### src/rtl/mem_copy_engine.sv
// Word copy / fill engine driving a single-port RAM with combinational read.
// Copy takes a read and a write cycle per word; fill writes one word per cycle.
module mem_copy_engine #(
  parameter int DEPTH = 128,
  parameter int AW    = 16,
  parameter int DW    = 16
) (
  input  logic          clk,
  input  logic          resetN,
  input  logic          start,
  input  logic          fillMode,
  input  logic [AW-1:0] srcAddress,
  input  logic [AW-1:0] dstAddress,
  input  logic [7:0]    length,
  input  logic [DW-1:0] fillValue,
  output logic [AW-1:0] readAddress,
  output logic          readEnable,
  input  logic [DW-1:0] readValue,
  output logic [AW-1:0] writeAddress,
  output logic [DW-1:0] writeValue,
  output logic          writeEnable,
  output logic          busy,
  output logic          done
);

  typedef enum logic [1:0] {
    IDLE, READ, WRITE, DONE
  } state_t;

  state_t        state_q, state_d;
  logic          fill_q, fill_d;
  logic          down_q, down_d;
  logic [AW-1:0] src_q, src_d;
  logic [AW-1:0] dst_q, dst_d;
  logic [8:0]    len_q, len_d;
  logic [DW-1:0] fval_q, fval_d;
  logic [8:0]    index_q, index_d;
  logic [AW-1:0] raddr_q, raddr_d;
  logic          ren_q, ren_d;
  logic [AW-1:0] waddr_q, waddr_d;
  logic [DW-1:0] wval_q, wval_d;
  logic          wen_q, wen_d;
  logic          busy_q, busy_d;
  logic          done_q, done_d;

  logic [8:0] len_in;
  logic       down_in;
  logic [8:0] off_in;
  logic [8:0] idx_nxt;

  function automatic logic [AW-1:0] eff(
    input logic [AW-1:0] base,
    input logic [8:0]    off
  );
    logic [AW:0] sum;
    sum = {1'b0, base} + (AW+1)'(off);
    return AW'(sum % (AW+1)'(DEPTH));
  endfunction

  function automatic logic [8:0] offset(
    input logic       down,
    input logic [8:0] len,
    input logic [8:0] idx
  );
    return down ? len - 9'd1 - idx : idx;
  endfunction

  // Overlapping copy to a higher address must run backwards.
  always_comb begin
    len_in = ({1'b0, length} > 9'(DEPTH)) ?
             9'(DEPTH) : {1'b0, length};
    down_in = !fillMode &&
              (dstAddress > srcAddress) &&
              ({1'b0, dstAddress} <
               {1'b0, srcAddress} + (AW+1)'(len_in));
    off_in  = offset(down_in, len_in, 9'd0);
    idx_nxt = index_q + 9'd1;
  end

  always_comb begin
    state_d = state_q;
    fill_d  = fill_q;
    down_d  = down_q;
    src_d   = src_q;
    dst_d   = dst_q;
    len_d   = len_q;
    fval_d  = fval_q;
    index_d = index_q;
    raddr_d = raddr_q;
    waddr_d = waddr_q;
    wval_d  = wval_q;
    ren_d   = 1'b0;
    wen_d   = 1'b0;
    done_d  = 1'b0;
    unique case (state_q)
      IDLE: begin
        if (start) begin
          fill_d  = fillMode;
          down_d  = down_in;
          src_d   = srcAddress;
          dst_d   = dstAddress;
          len_d   = len_in;
          fval_d  = fillValue;
          index_d = 9'd0;
          if (len_in == 9'd0) begin
            state_d = DONE;
            done_d  = 1'b1;
          end else if (fillMode) begin
            state_d = WRITE;
            wen_d   = 1'b1;
            waddr_d = eff(dstAddress, off_in);
            wval_d  = fillValue;
          end else begin
            state_d = READ;
            ren_d   = 1'b1;
            raddr_d = eff(srcAddress, off_in);
          end
        end
      end
      READ: begin
        state_d = WRITE;
        wen_d   = 1'b1;
        waddr_d = eff(dst_q, offset(down_q, len_q, index_q));
        wval_d  = readValue;
      end
      WRITE: begin
        index_d = idx_nxt;
        if (index_q == len_q - 9'd1) begin
          state_d = DONE;
          done_d  = 1'b1;
        end else if (fill_q) begin
          state_d = WRITE;
          wen_d   = 1'b1;
          waddr_d = eff(dst_q, offset(down_q, len_q, idx_nxt));
          wval_d  = fval_q;
        end else begin
          state_d = READ;
          ren_d   = 1'b1;
          raddr_d = eff(src_q, offset(down_q, len_q, idx_nxt));
        end
      end
      DONE: begin
        state_d = IDLE;
        index_d = 9'd0;
      end
      default: state_d = IDLE;
    endcase
    busy_d = (state_d != IDLE);
  end

  always_ff @(posedge clk) begin
    if (!resetN) begin
      state_q <= IDLE;
      fill_q  <= 1'b0;
      down_q  <= 1'b0;
      src_q   <= '0;
      dst_q   <= '0;
      len_q   <= '0;
      fval_q  <= '0;
      index_q <= '0;
      raddr_q <= '0;
      ren_q   <= 1'b0;
      waddr_q <= '0;
      wval_q  <= '0;
      wen_q   <= 1'b0;
      busy_q  <= 1'b0;
      done_q  <= 1'b0;
    end else begin
      state_q <= state_d;
      fill_q  <= fill_d;
      down_q  <= down_d;
      src_q   <= src_d;
      dst_q   <= dst_d;
      len_q   <= len_d;
      fval_q  <= fval_d;
      index_q <= index_d;
      raddr_q <= raddr_d;
      ren_q   <= ren_d;
      waddr_q <= waddr_d;
      wval_q  <= wval_d;
      wen_q   <= wen_d;
      busy_q  <= busy_d;
      done_q  <= done_d;
    end
  end

  assign readAddress  = raddr_q;
  assign readEnable   = ren_q;
  assign writeAddress = waddr_q;
  assign writeValue   = wval_q;
  assign writeEnable  = wen_q;
  assign busy         = busy_q;
  assign done         = done_q;

endmodule

### config.mk
export PLATFORM = sky130hd
export DESIGN_NAME = mem_copy_engine
export DESIGN_NICKNAME = d
export VERILOG_FILES = /design/src/rtl/mem_copy_engine.sv
export SDC_FILE = /design/constraint.sdc
export NUM_CORES = 1
export LEC_CHECK = 0
export ABC_AREA = 0
export CORE_ASPECT_RATIO = 0.75
export CORE_MARGIN = 2
export CORE_UTILIZATION = 35
export DETAILED_ROUTE_END_ITERATION = 6
export HOLD_SLACK_MARGIN = 0.05
export MAX_ROUTING_LAYER = met4
export SYNTH_ARGS = -nofsm -noshare
export SYNTH_HDL_FRONTEND = slang
export SYNTH_SLANG_ARGS = --single-unit
### constraint.sdc
create_clock -name clk -period 13.5 [get_ports clk]
set_clock_uncertainty 0.2 [all_clocks]
set_input_delay 2.7 -clock clk [delete_from_list [all_inputs] [get_ports clk]]
set_output_delay 2.7 -clock clk [all_outputs]
set_load 0.01 [all_outputs]
==> results.cfg <==
[finish]
antenna_cells = 0
final_util_pct = 43.69
register_area_um2 = 1702
num-fill-cells = 2001
drive_above_1_share_pct = 3.815
multiInputGateArea_um2 = 4876
area_delta_synth_final_pct = 21.50
design_area_um2 = 8514
nets = 1154

[floorplan]
die_height_um = 126.5
rows = 44
die_area_um2 = 21180
coreArea_um2 = 19490
io_pins = 128
die_w_um = 167.4
start_util_pct = 35.96

[clocking]
clk_pin_slew_ps = 70
clock_sinks = 85
postCtsSetupRepairBufs = 0
cts_max_level = 3
hold_buffers = 0
cts_made_buffers = 9
clk_latency_ps = 350
cts_tree = yes
cts-root-buf = clkbuf_16
cts_resized = 0
clk_path_buf_depth = 2

[critical_path]
required_ps = 13550
path_class = primary input to flip-flop
slowest_stage = clkdlybuf4s50_1
worst_setup_path_start_kind = primary input
worstPathMaxFanout = 13
critPathCaptureType = flip-flop
worstReg2RegEnd = writeAddress[6]
cp.arrival_ps = 8830
path_common_cell = a21oi_1
reg2reg_setup_slack_ps = 9150
reg2reg_depth = 17
cpPeakStageDelay_ps = 730
r2r-start = len_q[0]

[placed_design]
io_buffers = 109
place_area_um2 = 8214
place.gp.congestion = 0.9052
dp_hpwl_um = 15880

[yosys]
async_flop_share_pct = 0
netlist.area_leader.share_pct = 24.28
synth-edff-count = 0
ys_types = 68
yosys_warnings = 0
syn_area_um2 = 7008
yosysSeqAreaShare_pct = 24.28
synth.area.top_cells = dfxtp_1 (24%), ha_1 (14%), a21oi_1 (8.1%)
synth.avg_cell_area_um2 = 7.710
synthCells = 909
synth_seq_cells = 85
yosysTopAreaCell = dfxtp_1
ys.flop_type = dfxtp_1

[pwr]
power_leakage_nw = 3.383
powerDensity_nw_per_um2 = 118.8
swShare_pct = 39.72
internal_power_w = 0.0006100
combPwrFrac_pct = 44.0
ir_drop_v = 0.00005660
seqPwrFrac_pct = 31.0
power_frac_clock_pct = 25.0
power.total_w = 0.001012
p_switching_w = 0.0004019

[worst_hold_path]
worstHoldStart = writeValue[11]
whs_path_depth = 2
hold_end = writeValue[11]
hold_class = flip-flop to flip-flop

[sta]
finalHoldViolations = 0
finalCritPeriodShare_pct = 65.05
fmax_mhz = 113.9
min_period_ps = 8781
slew_viol_final = 0
worstMarginPinSlew_ps = 912.7
setup_viol = 0
maxSlewHeadroom_pct = 39.16
fin_setup_tns_ps = 0
rsz0062_at_grt = false
hold_ws_ps = 258.2

[drt]
dr.first_iter.drc_count = 591
final_antenna_net_count = 0
drt_pass1_iterations = 7
drcViolationCount = 2
vias = 6575
viasPerCell = 5.264
drt-total-wl_um = 20800
wl_per_cell_um = 16.65

[global_routing]
grt_pass1_wl_um = 32690
grt_overflow = 0
grt.total_usage_pct = 19.95
antenna_found_initial = 0
grt_max_degree = 48
first_global_vias = 6000

[status]
violations = DRC
outcome = finished with violations

[flow_run]
drv_cap = 0
## flip-flops by register name, indices dropped and copies added (netlist names)
name          cells
busy              1
done              1
down_q            1
dst_q             7
fill_q            1
fval_q           16
index_q           9
len_q             8
readAddress       7
readEnable        1
src_q             7
state_q           2
writeAddress      7
writeEnable       1
writeValue       16
## cell type report
type	instances	share of cell area (%)
clock buffer	9	2.645
clock inverter	7	0.8817
inverter	51	2.248
multi-input combinational	730	57.27
sequential	85	19.99
tap	253	3.718
timing repair buffer	114	13.25
## power groups by stage
stage               clock, W  sequential, W  combinational (W)
floorplan                  0       0.000323           0.000285
global placement           0       0.000320           0.000438
finish              0.000253       0.000314           0.000445
global route        0.000267       0.000319           0.000492
detailed placement         0       0.000319           0.000440
CTS                 0.000257       0.000314           0.000443
## cells in the mapped netlist, drive strengths merged, types with 12 or more instances
| master | number |
|---|---|
| o21ai | 38 |
| inv | 50 |
| nor2 | 63 |
| nand3 | 17 |
| ha | 81 |
| dfxtp | 85 |
| mux2i | 12 |
| o211ai | 19 |
| nor3 | 12 |
| xor2 | 13 |
| buf | 33 |
| clkbuf | 27 |
| xnor2 | 46 |
| a21o | 15 |
| nand2 | 139 |
| a21oi | 114 |
| nor2b | 12 |
## worst max path at each step
stage,cells past startpoint,start,end
after detailed placement,29,length[7],writeAddress[6]
after floorplan,29,length[7],writeAddress[6]
after global placement,29,length[7],writeAddress[6]
final,29,length[7],writeAddress[6]
after global routing,29,length[7],writeAddress[6]
after CTS,29,length[7],writeAddress[6]
## cell families (layout without fill, tap and decap cells)
kind of cell	Yosys count	after routing	share of synthesized area (%)
and+or+nand+nor	290	290	18.68
AOI/OAI and AO/OA	259	259	23.91
buffers and inverters	111	181	7.088
adders and majority gates	91	91	16.75
DFF	85	85	24.28
xor gates and xnor gates	59	59	7.374
muxes	13	13	1.875
other	1	18	0.05351
## cell usage in the layout, fill, tap and decap left out, drive strengths merged, types with 13 or more instances in the layout
master / Yosys / routed
ha: 81 / 81
a21o: 15 / 15
conb: 1 / 18
inv: 50 / 53
a21oi: 114 / 114
nand2: 139 / 139
xor2: 13 / 13
nand3: 17 / 17
o211ai: 19 / 19
o21ai: 38 / 38
clkdlybuf4s50: 0 / 109
nor2: 63 / 63
dfxtp: 85 / 85
xnor2: 46 / 46
## worst max-delay path, delay by kind of cell
| family | cells | cell delay [ps] |
|---|---|---|
| buffers and inverters | 3 | 970 |
| xor gates and xnor gates | 1 | 170 |
| and+or+nand+nor | 4 | 600 |
| adders and majority gates | 4 | 1220 |
| AOI/OAI and AO/OA | 17 | 3180 |
## through the flow
| stage | instances | setup WS, ps |
|---|---|---|
| 4_1_cts | 1249 | 4835 |
| 3_3_place_gp | 1233 | 4648 |
| 6_report | 1249 | 4719 |
| 2_1_floorplan | 926 | 5641 |
| 5_1_grt | 1249 | 4056 |
| 3_5_place_dp | 1233 | 4531 |
## metal layers
metal  track usage (%)  share of wire [%]  up-vias
met5                 -                  0        -
met4             3.939               0.97        0
met3             3.619                7.1       16
met2             27.87                 40      210
met1             29.77                 52     2999
li1                  -                  -     3350
Note: power is estimated with default switching activity, not from simulation.
